--- src/rtl/fp_pkg.sv ---
// rtl/fp_pkg.sv - shared types and constants for the byte-serial fp adder front end
package fp_pkg;

  localparam int FP_W        = 32;
  localparam int BYTE_W      = 8;
  localparam int CMD_SUB_BIT = 0;
  localparam logic [BYTE_W-1:0] CMD_RSVD_MASK = 8'hFE;

  typedef enum logic [2:0] {
    S_CMD  = 3'd0,
    S_A    = 3'd1,
    S_B    = 3'd2,
    S_EXEC = 3'd3,
    S_SEND = 3'd4
  } fp_serdes_state_t;

  function automatic logic cmd_is_valid(input logic [BYTE_W-1:0] cmd);
    return (cmd & CMD_RSVD_MASK) == '0;
  endfunction

endpackage

--- src/rtl/fp_byte_shreg.sv ---
// rtl/fp_byte_shreg.sv - 32-bit byte shift register: load byte at LSB, shift out MSB, or parallel load
module fp_byte_shreg
  import fp_pkg::*;
(
  input  logic              clk,
  input  logic              rst_n,
  input  logic              load_byte,
  input  logic              shift_out,
  input  logic              load_word,
  input  logic [BYTE_W-1:0] byte_in,
  input  logic [FP_W-1:0]   word_in,
  output logic [FP_W-1:0]   word_out
);

  logic [FP_W-1:0] data_q;
  logic [FP_W-1:0] data_d;

  always_comb begin
    data_d = data_q;
    if (load_word) begin
      data_d = word_in;
    end else if (load_byte) begin
      data_d = {data_q[FP_W-BYTE_W-1:0], byte_in};
    end else if (shift_out) begin
      data_d = {data_q[FP_W-BYTE_W-1:0], {BYTE_W{1'b0}}};
    end
  end

  always_ff @(posedge clk or negedge rst_n) begin
    if (!rst_n) begin
      data_q <= '0;
    end else begin
      data_q <= data_d;
    end
  end

  assign word_out = data_q;

endmodule

--- src/rtl/fp_byte_serdes.sv ---
// rtl/fp_byte_serdes.sv - byte-serial command/operand loader and result streamer around fp_addsub
module fp_byte_serdes
  import fp_pkg::*;
#(
  parameter int EXEC_CYCLES = 2
) (
  input  logic                clk,
  input  logic                rst_n,
  input  logic [BYTE_W-1:0]   in_data,
  input  logic                in_valid,
  output logic                in_ready,
  output logic [BYTE_W-1:0]   out_data,
  output logic                out_valid,
  input  logic                out_ready,
  output logic [FP_W-1:0]     op_a,
  output logic [FP_W-1:0]     op_b,
  output logic                op_sub,
  input  logic [FP_W-1:0]     fp_result,
  output logic                busy,
  output logic                cmd_err
);

  localparam logic [3:0] EXEC_INIT = 4'(EXEC_CYCLES - 1);

  fp_serdes_state_t state_q, state_d;
  logic [1:0]       byte_cnt_q, byte_cnt_d;
  logic [3:0]       exec_cnt_q, exec_cnt_d;
  logic             op_sub_q, op_sub_d;
  logic             cmd_err_q, cmd_err_d;

  logic             in_fire;
  logic             out_fire;
  logic             a_load;
  logic             b_load;
  logic             res_capture;
  logic             res_shift;
  logic [FP_W-1:0]  res_word;

  // Handshake outputs are pure state decodes so neither side sees a combinational loop.
  assign in_ready  = (state_q == S_CMD) || (state_q == S_A) || (state_q == S_B);
  assign out_valid = (state_q == S_SEND);
  assign busy      = (state_q != S_CMD);
  assign in_fire   = in_valid & in_ready;
  assign out_fire  = out_valid & out_ready;

  always_comb begin
    state_d     = state_q;
    byte_cnt_d  = byte_cnt_q;
    exec_cnt_d  = exec_cnt_q;
    op_sub_d    = op_sub_q;
    cmd_err_d   = 1'b0;
    a_load      = 1'b0;
    b_load      = 1'b0;
    res_capture = 1'b0;
    res_shift   = 1'b0;
    case (state_q)
      S_CMD: begin
        if (in_fire) begin
          if (cmd_is_valid(in_data)) begin
            op_sub_d   = in_data[CMD_SUB_BIT];
            byte_cnt_d = 2'd0;
            state_d    = S_A;
          end else begin
            cmd_err_d = 1'b1;
          end
        end
      end
      S_A: begin
        if (in_fire) begin
          a_load     = 1'b1;
          byte_cnt_d = byte_cnt_q + 2'd1;
          if (byte_cnt_q == 2'd3) begin
            state_d = S_B;
          end
        end
      end
      S_B: begin
        if (in_fire) begin
          b_load     = 1'b1;
          byte_cnt_d = byte_cnt_q + 2'd1;
          if (byte_cnt_q == 2'd3) begin
            exec_cnt_d = EXEC_INIT;
            state_d    = S_EXEC;
          end
        end
      end
      S_EXEC: begin
        exec_cnt_d = exec_cnt_q - 4'd1;
        if (exec_cnt_q == 4'd0) begin
          res_capture = 1'b1;
          byte_cnt_d  = 2'd0;
          state_d     = S_SEND;
        end
      end
      S_SEND: begin
        if (out_fire) begin
          res_shift  = 1'b1;
          byte_cnt_d = byte_cnt_q + 2'd1;
          if (byte_cnt_q == 2'd3) begin
            state_d = S_CMD;
          end
        end
      end
      default: state_d = S_CMD;
    endcase
  end

  always_ff @(posedge clk or negedge rst_n) begin
    if (!rst_n) begin
      state_q    <= S_CMD;
      byte_cnt_q <= 2'd0;
      exec_cnt_q <= 4'd0;
      op_sub_q   <= 1'b0;
      cmd_err_q  <= 1'b0;
    end else begin
      state_q    <= state_d;
      byte_cnt_q <= byte_cnt_d;
      exec_cnt_q <= exec_cnt_d;
      op_sub_q   <= op_sub_d;
      cmd_err_q  <= cmd_err_d;
    end
  end

  fp_byte_shreg u_a_reg (
    .clk       (clk),
    .rst_n     (rst_n),
    .load_byte (a_load),
    .shift_out (1'b0),
    .load_word (1'b0),
    .byte_in   (in_data),
    .word_in   ('0),
    .word_out  (op_a)
  );

  fp_byte_shreg u_b_reg (
    .clk       (clk),
    .rst_n     (rst_n),
    .load_byte (b_load),
    .shift_out (1'b0),
    .load_word (1'b0),
    .byte_in   (in_data),
    .word_in   ('0),
    .word_out  (op_b)
  );

  fp_byte_shreg u_res_reg (
    .clk       (clk),
    .rst_n     (rst_n),
    .load_byte (1'b0),
    .shift_out (res_shift),
    .load_word (res_capture),
    .byte_in   ('0),
    .word_in   (fp_result),
    .word_out  (res_word)
  );

  assign out_data = res_word[FP_W-1:FP_W-BYTE_W];
  assign op_sub   = op_sub_q;
  assign cmd_err  = cmd_err_q;

endmodule

--- config.mk ---
export PLATFORM = sky130hd
export DESIGN_NAME = fp_byte_serdes
export DESIGN_NICKNAME = d
export VERILOG_FILES = /design/src/rtl/fp_pkg.sv /design/src/rtl/fp_byte_shreg.sv /design/src/rtl/fp_byte_serdes.sv
export SDC_FILE = /design/constraint.sdc
export NUM_CORES = 1
export LEC_CHECK = 0
export CAP_MARGIN = 20
export CORE_MARGIN = 2
export CORE_UTILIZATION = 44
export CTS_CLUSTER_DIAMETER = 120
export CTS_CLUSTER_SIZE = 24
export DETAILED_ROUTE_END_ITERATION = 8
export GPL_TIMING_DRIVEN = 0
export PLACE_DENSITY = 0.77
export SETUP_SLACK_MARGIN = 0.05
export SKIP_LAST_GASP = 1
export SLEW_MARGIN = 20
export SYNTH_ARGS = -nofsm -noshare
export SYNTH_HDL_FRONTEND = slang
export SYNTH_SLANG_ARGS = --single-unit
--- constraint.sdc ---
create_clock -name clk -period 1.9 [get_ports clk]
set_clock_uncertainty 0.05 [all_clocks]
set_input_delay 0.19 -clock clk [delete_from_list [all_inputs] [get_ports clk]]
set_output_delay 0.19 -clock clk [all_outputs]
set_load 0.02 [all_outputs]
==> flow_metrics.py, run 1 <==
metrics = {
    "power_and_ir_drop": {
        "irDropWorstVdd_uv": 762,
        "p_seq_share_pct": 38.6,
        "swShare_pct": 37.6,
        "p_int_mw": 6.32,
        "p_clk_share_pct": 13.4,
        "p_comb_share_pct": 48.1,
        "p_sw_mw": 3.81,
        "powerDensity_mw_per_mm2": 1620,
        "p_leak_nw": 2.81,
    },
    "layout": {
        "fin_area_sq_mm": 0.00625,
        "layout-drive-gt1-share_pct": 23.8,
        "syn_to_final_growth_pct": 38.8,
        "n_antenna_cell": 0,
        "seqCellArea_sq_mm": 0.00268,
        "fill_cells": 742,
        "multiInputGateArea_sq_mm": 0.00167,
        "fin_nets": 543,
        "finalCoreUtilization_pct": 63.3,
    },
    "synth": {
        "synth-edff-count": 0,
        "synth_top_area_cell": "dfrtp_1",
        "synthAdderAreaFrac_pct": 0.834,
        "synthDistinctLibCells": 45,
        "synth_top_flop_cell": "dfrtp_1",
        "synth_top_family_by_area": "multiplexers",
        "synthTopCellsByArea": "dfrtp_1, mux2_2, mux2_1",
        "avgSynthCellArea_sq_um": 12.6,
        "synthDominantCellAreaShare_pct": 59.5,
        "synth-compound-area-share_pct": 9.23,
        "yosysSeqAreaShare_pct": 59.5,
        "synthMuxAreaShare_pct": 17.0,
        "syn_area_sq_mm": 0.00450,
        "synthXorXnorAreaFrac_pct": 0.778,
        "synth_simple_gate_area_share_pct": 8.01,
        "synthArstFlopShare_pct": 100,
        "synth-seq-cells": 107,
        "syn_inst": 358,
        "ys_warn_count": 0,
        "synth_fp_nets": 405,
    },
    "critical_path": {
        "r2r-start": "state_q[2]$_DFFE_PN0P_",
        "required_ps": 1660,
        "end_kind": "output port",
        "rr_worst_depth": 6,
        "rrSetupSlack_ps": 110,
        "cp_data_arrival_time_ps": 1570,
        "startpoint_type": "flip-flop",
        "path_class": "reg -> out",
        "r2r_end": "u_res_reg.word_out[23]$_DFFE_PN0P_",
        "critPathMaxFanout": 10,
    },
    "clock_tree": {
        "worstSkewPairLatency_ps": 370,
        "htree_levels": 3,
        "cts.root.buffer_cell": "clkbuf_8",
        "clkSinkCount": 107,
        "cts_tree": "yes",
        "clockBufferDepth": 2,
        "cts_made_buffers": 9,
        "clk_pin_slew_ps": 100,
    },
    "global_route": {
        "antenna_found_initial": 0,
        "grt_usage_pct": 19.8,
        "gr-total-overflow": 0,
        "grt_pass1_wl_mm": 17.1,
        "grt_pass1_vias": 3368,
        "grt_max_degree": 78,
    },
    "sta": {
        "setup_slack_ps": 87.6,
        "maxSlewHeadroom_pct": 60.9,
        "worstMarginPinSlew_ps": 587,
        "finalCritPeriodShare_pct": 95.4,
        "finalHoldViolCount": 0,
        "rsz0062_at_grt": "true",
        "tns_ps": 0,
        "slew_violations": 0,
        "layout_min_cycle_time_ps": 1810,
        "setup_viol": 0,
        "clock.fmax_ghz": 0.552,
    },
    "run": {
        "cap_violations": 0,
    },
    "die": {
        "die_y_microns": 105,
        "core_sq_mm": 0.00986,
        "initial_core_util_pct": 45.6,
        "num_io_pins": 121,
        "die_width_microns": 105,
        "rows": 36,
        "die-area_sq_mm": 0.0111,
    },
    "route": {
        "detail-route-antenna-nets": 0,
        "drt_iter0_markers": 113,
        "drc_errors": 0,
        "wl_per_cell_microns": 16.9,
        "vias_per_cell": 5.18,
        "first_pass_iters": 4,
        "wl_mm": 10.7,
        "vias": 3283,
    },
    "place": {
        "dp_slack_ps": -287,
        "place_area_sq_mm": 0.00590,
        "hpwlAfterDp_mm": 7.68,
        "place_congestion": 0.866,
        "io_buffers": 120,
    },
    "status": {
        "status": "finished clean",
    },
    "min_path": {
        "hold_path_class": "in -> async",
    },
}
## Yosys cell counts (2+ instances only)
cell type and n:
a21oi_1 8, a221o_1 4, a22o_1 8, a22oi_1 3, a31oi_1 13, and3_1 2
buf_2 16, buf_4 8, clkbuf_1 7, dfrtp_1 107, ha_1 3, inv_1 10
mux2_1 17, mux2_2 48, mux2i_1 2, nand2_1 35, nand3_1 2, nor2_1 25
nor3_1 2, nor3b_1 2, nor4_1 2, o21ai_0 6, o22ai_1 4, xnor2_1 3
## worst max-delay path: stages, from the launching register on
cell	delay, ps
dfrtp_1	380
buf_2	160
clkbuf_4	210
nor3_4	200
inv_1	70
clkbuf_2	170
## power groups by stage
stage / combinational (mW) / sequential, mW / clock [mW]
6_report: 4.87 / 3.90 / 1.36
5_1_grt: 5.20 / 4.03 / 1.48
4_1_cts: 4.78 / 3.89 / 1.37
3_5_place_dp: 4.71 / 3.93 / 0
3_3_place_gp: 4.58 / 3.87 / 0
2_1_floorplan: 2.04 / 4.50 / 0
## repair_timing
item                                   in CTS  in global routing
hold buffers                                1                  0
pin swaps                                   0                  2
endpoints found under the hold margin      30                  0
resized for setup                          20                 29
setup endpoints to repair                  88                 94
setup buffers                               0                  6
## area by class of cell
| type | instances | share of cell area [%] |
|---|---|---|
| Timing Repair Buffer | 128 | 20.6 |
| Sequential cell | 107 | 42.9 |
| Inverter | 11 | 0.661 |
| Clock buffer | 9 | 1.98 |
| Multi-Input combinational cell | 209 | 26.8 |
| Tap cell | 133 | 2.66 |
| Buffer | 30 | 3.42 |
| Clock inverter | 7 | 1.06 |
## cell families (layout without fill, tap and decap cells)
family | after synthesis | after routing
xor+xnor | 4 | 4
flops | 107 | 107
compound gates | 55 | 55
fa+ha+maj | 3 | 3
simple gates | 79 | 79
mux | 68 | 68
buf+inv | 42 | 185
## worst max-delay path by stage
stage | from | end | slack (ps) | depth (start not counted)
2_1_floorplan | state_q[1]$_DFFE_PN0P_ | u_res_reg.word_out[16]$_DFFE_PN0P_ | 60 | 6
3_3_place_gp | rst_n | u_a_reg.word_out[29]$_DFFE_PN0P_ | -3340 | 1
3_5_place_dp | exec_cnt_q[0]$_DFFE_PN0P_ | u_res_reg.word_out[7]$_DFFE_PN0P_ | -290 | 6
4_1_cts | state_q[1]$_DFFE_PN0P_ | busy | -150 | 5
5_1_grt | state_q[1]$_DFFE_PN0P_ | busy | -20 | 5
6_report | state_q[1]$_DFFE_PN0P_ | busy | 90 | 5
## cell usage in the layout, fill, tap and decap left out, drive strengths merged, types with 2 or more instances in the layout
| master | Yosys | routed |
|---|---|---|
| a21oi | 8 | 8 |
| a221o | 4 | 4 |
| a22o | 8 | 8 |
| a22oi | 3 | 3 |
| a31oi | 13 | 13 |
| and3 | 2 | 2 |
| buf | 24 | 30 |
| clkbuf | 7 | 19 |
| clkdlybuf4s50 | 0 | 116 |
| clkinv | 0 | 3 |
| dfrtp | 107 | 107 |
| ha | 3 | 3 |
| inv | 11 | 15 |
| mux2 | 66 | 66 |
| mux2i | 2 | 2 |
| nand2 | 35 | 35 |
| nand3 | 2 | 2 |
| nor2 | 25 | 25 |
| nor3 | 3 | 3 |
| nor3b | 2 | 2 |
| nor4 | 2 | 2 |
| o211ai | 2 | 2 |
| o21ai | 7 | 7 |
| o22ai | 4 | 4 |
| or4 | 2 | 2 |
| xnor2 | 3 | 3 |
## state kept, by name (all words and copies together), names as in the netlist
| register | count |
|---|---|
| u_a_reg.word_out | 32 |
| u_b_reg.word_out | 32 |
| u_res_reg.word_out | 32 |
| exec_cnt_q | 4 |
| state_q | 3 |
| byte_cnt_q | 2 |
| cmd_err | 1 |
| op_sub | 1 |
## layer usage
metal	vias to the layer above	routed length [microns]	track usage, %
met1	1638	4610	24.8
li1	1532	-	-
met2	93	5470	34.4
met5	-	0	0
met3	20	379	3.06
met4	0	241	7.43
## through the flow
step / cells / hold slack [ps] / power [mW]
2_1_floorplan: 358 / -156 / 6.54
3_3_place_gp: 611 / 413 / 8.45
3_5_place_dp: 612 / 38.1 / 8.64
4_1_cts: 629 / 200 / 10.1
5_1_grt: 634 / 216 / 10.7
6_report: 634 / 200 / 10.1
Power figures use the tool's default switching activity.
==> run 2: changes to the inputs <==
==> constraint.sdc (replaced) <==
create_clock -name clk -period 1.9 [get_ports clk]
set_clock_uncertainty 0.05 [all_clocks]
set_input_delay 0.57 -clock clk [delete_from_list [all_inputs] [get_ports clk]]
set_output_delay 0.57 -clock clk [all_outputs]
set_load 0.02 [all_outputs]
==> run 2 against run 1 <==
The flow now finishes with violations (setup timing). Worst hold slack got worse by 160 ps. Register-to-register slack got worse by 40 ps. Fmax fell by 7.2%. Die area did not move. Final cell count rose by 3.2%. Count of clock-buffer cells in the layout rose by 3. Global-route usage rose by 1.1 points. Setup slack got worse by 140 ps. Non-clock buffer count rose by 19. Critical endpoint unchanged.
==> flow_metrics.py, run 2 (synthesized netlist as in run 1, its figures left out) <==
metrics = {
    "status": {
        "status": "finished with violations",
        "violations": "setup timing",
    },
    "clock_tree": {
        "htree_levels": 3,
        "worstSkewPairLatency_ps": 350,
        "clkSinkCount": 107,
        "clockBufferDepth": 2,
        "cts.root.buffer_cell": "clkbuf_8",
        "cts_tree": "yes",
        "clk_pin_slew_ps": 100,
        "cts_made_buffers": 9,
        "hold_buffers": 0,
    },
    "critical_path": {
        "r2r-start": "state_q[0]$_DFFE_PN0P_",
        "required_ps": 1280,
        "rrSetupSlack_ps": 70,
        "slowest_delay_ps": 380,
        "crit_family": "buffers and inverters",
        "end_kind": "output port",
        "crit_path_top_delay_cell": "dfrtp_1",
        "startpoint_type": "flip-flop",
        "critPathMaxFanout": 5,
        "path_class": "reg -> out",
        "critical_path_buf_inv_count": 4,
        "cp_data_arrival_time_ps": 1330,
        "r2r_end": "state_q[1]$_DFFE_PN0P_",
        "path_cells": "buf_6 -> buf_8 -> nor3_4 -> inv_1 -> clkbuf_4",
        "rr_worst_depth": 6,
    },
    "route": {
        "detail-route-antenna-nets": 0,
        "wl_per_cell_microns": 17.4,
        "highest_layer": "met4",
        "drc_errors": 0,
        "vias": 3469,
        "wl_met2_mm": 5.81,
        "drt_iter0_markers": 110,
        "dr_wl_met3_microns": 574,
        "first_pass_iters": 4,
        "wl_mm": 11.4,
        "wl_met1_mm": 4.58,
        "vias_per_cell": 5.30,
    },
    "run": {
        "cap_violations": 0,
    },
    "sta": {
        "finalCritPeriodShare_pct": 103,
        "setup_viol": 2,
        "maxSlewHeadroom_pct": 67.7,
        "setup_slack_ps": -53.0,
        "rsz0062_at_grt": "true",
        "clock.fmax_ghz": 0.512,
        "worstMarginPinSlew_ps": 484,
        "tns_ps": -70.8,
        "finalHoldViolCount": 0,
        "slew_violations": 0,
        "layout_min_cycle_time_ps": 1950,
    },
    "place": {
        "dp_slack_ps": -664,
        "dp.cells": 612,
        "hpwlAfterDp_mm": 7.69,
        "place_congestion": 0.838,
        "io_buffers": 120,
    },
    "die": {
        "die-area_sq_mm": 0.0111,
        "initial_core_util_pct": 45.6,
        "die_y_microns": 105,
        "rows": 36,
        "die_width_microns": 105,
        "num_io_pins": 121,
        "core_sq_mm": 0.00986,
    },
    "layout": {
        "final_common_cell": "dfrtp_1",
        "instances_no_fill": 654,
        "n_antenna_cell": 0,
        "mostFrequentLayoutCells": "dfrtp_1, dlygate4sd2_1, mux2_2",
        "layout-drive-gt1-share_pct": 27.6,
        "fin_nets": 563,
        "syn_to_final_growth_pct": 42.6,
        "fill_cells": 751,
    },
    "global_route": {
        "grt_pass1_wl_mm": 18.2,
        "antenna_found_initial": 0,
        "grt_pass1_vias": 3567,
        "grt_max_degree": 72,
        "gr-total-overflow": 0,
        "grt_usage_pct": 20.9,
    },
    "power_and_ir_drop": {
        "p_leak_nw": 3.14,
        "irDropWorstVdd_uv": 682,
        "powerDensity_mw_per_mm2": 1580,
        "p_total_mw": 10.1,
    },
    "min_path": {
        "hold_path_class": "in -> async",
    },
}
## run 2: cell types whose count changed in the layout (fill, tap and decap cells not counted), sizes merged
cell | before | now
buf | 30 | 57
inv | 15 | 13
dlygate4sd2 | 1 | 70
dlymetal6s2s | 0 | 1
a41oi | 1 | 2
clkdlybuf4s15 | 0 | 5
clkinv | 3 | 1
clkdlybuf4s50 | 116 | 36
dlygate4sd3 | 1 | 0
clkinvlp | 0 | 1
clkbuf | 19 | 20
## run 2: how the worst max path moves through the flow
| stage | from | end | slack [ps] | depth (start not counted) |
|---|---|---|---|---|
| 2_1_floorplan | in_data[3] | byte_cnt_q[0]$_DFFE_PN0P_ | -80 | 4 |
| 3_3_place_gp | rst_n | u_b_reg.word_out[14]$_DFFE_PN0P_ | -3730 | 1 |
| 3_5_place_dp | in_data[3] | byte_cnt_q[0]$_DFFE_PN0P_ | -660 | 5 |
| 4_1_cts | state_q[1]$_DFFE_PN0P_ | busy | -60 | 5 |
| 5_1_grt | state_q[1]$_DFFE_PN0P_ | busy | -130 | 5 |
| 6_report | state_q[1]$_DFFE_PN0P_ | busy | -50 | 5 |
## run 2: area by class of cell
class,instances,area (sq um),share of cell area (%)
Multi-Input combinational cell,210,1720,26.8
Timing Repair Buffer,147,1330,20.8
Tap cell,133,166,2.59
Clock buffer,12,165,2.57
Clock inverter,4,30.0,0.468
Sequential cell,107,2680,41.7
Buffer,30,284,4.42
Inverter,11,41.3,0.643
## run 2: metrics by stage
step	util, %	area [sq um]	hold slack, ps
6_report	65.1	6420	44.0
5_1_grt	65.1	6420	46.6
4_1_cts	63.2	6240	40.9
3_5_place_dp	59.8	5900	422
3_3_place_gp	59.5	5870	410
2_1_floorplan	-	4500	224
## run 2: layer usage
metal | global-route usage (%) | vias to the layer above
met3 | 3.18 | 31
met4 | 10.1 | 0
li1 | - | 1572
met5 | 0 | -
met2 | 34.7 | 131
met1 | 26.8 | 1735
## run 2: what timing repair did
action                     in CTS  in global routing
setup buffers                  15                 11
pin swaps                       5                  6
gates cloned                    1                  2
setup endpoints to repair     174                 99
resized for setup             142                 38
## run 2: where the power goes
part | switching, mW | leakage, nW | internal, mW
registers | 0.630 | 1.34 | 3.26
logic | 2.48 | 1.70 | 2.39
clock network | 0.753 | 0.0994 | 0.593
==> run 3: changes to the inputs <==
--- a/config.mk
+++ b/config.mk
@@ -7,15 +7,17 @@
 export LEC_CHECK = 0
 export CAP_MARGIN = 20
 export CORE_MARGIN = 2
-export CORE_UTILIZATION = 44
+export CORE_UTILIZATION = 47
 export CTS_CLUSTER_DIAMETER = 120
 export CTS_CLUSTER_SIZE = 24
 export DETAILED_ROUTE_END_ITERATION = 8
 export GPL_TIMING_DRIVEN = 0
 export PLACE_DENSITY = 0.77
+export REMOVE_ABC_BUFFERS = 1
 export SETUP_SLACK_MARGIN = 0.05
 export SKIP_LAST_GASP = 1
 export SLEW_MARGIN = 20
 export SYNTH_ARGS = -nofsm -noshare
 export SYNTH_HDL_FRONTEND = slang
+export SYNTH_HIERARCHICAL = 1
 export SYNTH_SLANG_ARGS = --single-unit
==> constraint.sdc (replaced) <==
create_clock -name clk -period 1.7 [get_ports clk]
set_clock_uncertainty 0.05 [all_clocks]
set_input_delay 0.51 -clock clk [delete_from_list [all_inputs] [get_ports clk]]
set_output_delay 0.51 -clock clk [all_outputs]
set_load 0.02 [all_outputs]
==> run 3 against run 2 <==
The run still ends with setup timing left. Global-route usage increased by 4.7 points. Clock power increased by 48%. First-iteration DRC count increased to 3.1 times the previous value. Core utilization increased by 6.3 points. Sequential share of layout area decreased by 11 points. Sequential power decreased by 15%. Critical path depth increased by 3. Non-clock buffer count increased by 15. Routed wire length increased by 54%. Sequential cell count unchanged. Final cell count increased by 46%. Largest cell class is now multi-input combinational cells. Largest power group unchanged.
==> flow_metrics.py, run 3 <==
metrics = {
    "clock_tree": {
        "hold_buffers": 0,
        "clk_pin_slew_ps": 70,
        "clkSinkCount": 107,
        "cts.root.buffer_cell": "clkbuf_16",
        "htree_levels": 3,
        "worstSkewPairLatency_ps": 360,
        "clockBufferDepth": 2,
        "cts_tree": "yes",
        "cts_made_buffers": 9,
    },
    "sta": {
        "rsz0062_at_grt": "true",
        "finalHoldViolCount": 0,
        "clock.fmax_ghz": 0.495,
        "layout_min_cycle_time_ps": 2020,
        "setup_slack_ps": -320,
        "finalCritPeriodShare_pct": 119,
        "worstMarginPinSlew_ps": 495,
        "slew_violations": 0,
        "setup_viol": 101,
        "maxSlewHeadroom_pct": 66.7,
    },
    "global_route": {
        "antenna_found_initial": 0,
        "grt_pass1_wl_mm": 26.5,
        "grt_usage_pct": 25.6,
        "grt_pass1_vias": 5196,
        "gr-total-overflow": 0,
        "grt_max_degree": 89,
    },
    "place": {
        "place_area_sq_mm": 0.00739,
        "dp.cells": 875,
        "place_congestion": 0.814,
        "io_buffers": 120,
        "hpwlAfterDp_mm": 9.57,
    },
    "synth": {
        "post-synth-top-count-cell": "dfrtp_1",
        "syn_inst": 546,
        "synth_top_flop_cell": "dfrtp_1",
        "synthArstFlopShare_pct": 100,
        "syn_area_sq_mm": 0.00583,
        "synth-seq-cells": 107,
        "avgSynthCellArea_sq_um": 10.7,
        "synthDominantCellAreaShare_pct": 45.9,
        "ys_warn_count": 6,
        "synthTopCellsByArea": "dfrtp_1, a221o_1, nor4b_1",
        "synth_top_area_cell": "dfrtp_1",
        "synth-edff-count": 0,
        "synthDistinctLibCells": 36,
        "yosysSeqAreaShare_pct": 45.9,
        "yosys-top-cells-count": "dfrtp_1, nor2b_1, nor4b_1, a221o_1, a21oi_1",
    },
    "die": {
        "rows": 40,
        "initial_core_util_pct": 48.4,
        "core_sq_mm": 0.0121,
        "die-area_sq_mm": 0.0133,
        "die_y_microns": 115,
        "num_io_pins": 121,
        "die_width_microns": 115,
    },
    "critical_path": {
        "slowest_delay_ps": 420,
        "crit_path_top_delay_cell": "dfrtp_2",
        "r2r-start": "state_q[2]$_DFFE_PN0P_",
        "r2r_end": "u_res_reg/word_out[19]$_DFFE_PN0P_",
        "path_class": "reg -> reg",
        "critical_path_buf_inv_count": 4,
        "critPathMaxFanout": 6,
        "crit_family": "simple AND/OR/NAND/NOR gates",
        "cpMostUsedCell": "buf_8",
        "rrSetupSlack_ps": -320,
        "cp_data_arrival_time_ps": 2200,
        "startpoint_type": "flip-flop",
        "end_kind": "flip-flop",
        "rr_worst_depth": 8,
        "path_cells": "nand3b_1 -> nor4b_4 -> buf_4 -> buf_8 -> buf_8 -> buf_6 -> nor2b_1 -> a221o_1",
        "path_depth": 8,
        "required_ps": 1880,
    },
    "power_and_ir_drop": {
        "p_leak_nw": 3.72,
        "p_int_mw": 5.85,
        "p_sw_mw": 3.07,
        "p_total_mw": 8.92,
        "p_comb_share_pct": 40.7,
        "irDropWorstVdd_uv": 538,
        "p_seq_share_pct": 36.9,
        "p_clk_share_pct": 22.4,
        "swShare_pct": 34.4,
        "powerDensity_mw_per_mm2": 1040,
    },
    "layout": {
        "fin_area_sq_mm": 0.00861,
        "layout-drive-gt1-share_pct": 20.9,
        "instances_no_fill": 954,
        "mostFrequentLayoutCells": "dfrtp_1, nor2b_1, conb_1",
        "final_common_cell": "dfrtp_1",
        "fin_nets": 830,
        "fill_cells": 855,
        "n_antenna_cell": 0,
        "syn_to_final_growth_pct": 47.6,
        "finalCoreUtilization_pct": 71.4,
    },
    "route": {
        "vias_per_cell": 5.60,
        "first_pass_iters": 4,
        "wl_per_cell_microns": 18.3,
        "detail-route-antenna-nets": 0,
        "vias": 5339,
        "wl_mm": 17.5,
        "drt_iter0_markers": 339,
        "drc_errors": 0,
    },
    "status": {
        "status": "finished with violations",
        "violations": "setup timing",
    },
    "run": {
        "cap_violations": 0,
    },
    "min_path": {
        "hold_path_class": "in -> async",
    },
}
==> run 3: changes by cell type in the layout (fill, tap and decap cells not counted), sizes merged, moves of 21 or more <==
cell / previous run / this run
a21oi: 8 / 52
clkdlybuf4s15: 5 / 42
a221o: 4 / 72
nor2b: 0 / 97
mux2: 66 / 1
nor4b: 1 / 73
buf: 57 / 78
dlygate4sd2: 70 / 18
conb: 0 / 91
nand2: 35 / 2
or3b: 0 / 25
==> run 3: final cells by class <==
cell class                 instances  area [sq um]  share of cell area [%]
multi-input combinational        467          3460                    40.2
sequential                       107          2680                    31.1
timing repair buffer             192          1960                    22.8
clock buffer                      11           253                    2.94
tap                              168           210                    2.44
inverter                           6          22.5                   0.262
clock inverter                     3          15.0                   0.174
==> run 3: stage by stage <==
| step | TNS (ps) | hold WS [ps] | setup slack, ps |
|---|---|---|---|
| final | -17890 | 9.91 | -320 |
| after global routing | -23750 | 31.9 | -385 |
| after CTS | -10020 | 22.7 | -238 |
| after detailed placement | -99150 | 401 | -1430 |
| after global placement | -885880 | 428 | -8490 |
| after floorplan | -287870 | 164 | -6490 |
==> run 3: power by group through the flow <==
| stage | clock, mW | sequential (mW) | combinational, mW |
|---|---|---|---|
| after floorplan | 0 | 3.59 | 1.25 |
| after global placement | 0 | 3.32 | 2.50 |
| after detailed placement | 0 | 3.35 | 2.63 |
| after CTS | 2.01 | 3.28 | 3.25 |
| after global routing | 2.14 | 3.35 | 3.86 |
| final | 2.00 | 3.29 | 3.63 |
==> run 3: cell families (layout without fill, tap and decap cells) <==
| logic type | after synthesis | count (layout) | synth area share (%) |
|---|---|---|---|
| XOR/XNOR | 1 | 1 | 0.150 |
| other | 1 | 91 | 0.0643 |
| buffers and inverters | 69 | 212 | 6.05 |
| flip-flops | 107 | 107 | 45.9 |
| adder cells (fa/ha/maj) | 3 | 3 | 0.643 |
| AND/OR/NAND/NOR | 227 | 234 | 28.4 |
| AO/OA/AOI/OAI | 137 | 137 | 18.7 |
| multiplexers | 1 | 1 | 0.193 |
==> run 3: how the worst max path moves through the flow <==
stage	startpoint	end	slack (ps)
CTS	state_q[2]$_DFFE_PN0P_	u_res_reg/word_out[12]$_DFFE_PN0P_	-240
global route	state_q[2]$_DFFE_PN0P_	u_res_reg/word_out[28]$_DFFE_PN0P_	-380
global placement	state_q[2]$_DFFE_PN0P_	u_res_reg/word_out[30]$_DFFE_PN0P_	-8490
floorplan	state_q[2]$_DFFE_PN0P_	u_res_reg/word_out[10]$_DFFE_PN0P_	-6490
detailed placement	out_ready	u_res_reg/word_out[21]$_DFFE_PN0P_	-1430
finish	state_q[2]$_DFFE_PN0P_	u_res_reg/word_out[19]$_DFFE_PN0P_	-320
==> run 3: per-layer routing <==
layer	vias to the layer above	routed length [microns]	global-route usage, %
li1	2477	-	-
met1	2658	7190	32.8
met2	162	9030	43.4
met3	42	746	3.71
met4	0	535	11.1
met5	-	0	0
==> run 3: repair_timing <==
| action | 4_1_cts | 5_1_grt |
|---|---|---|
| gates cloned | 17 | 3 |
| pin swaps | 31 | 9 |
| gates resized for setup | 207 | 87 |
| endpoints found under the setup margin | 180 | 156 |
| setup buffers | 33 | 16 |
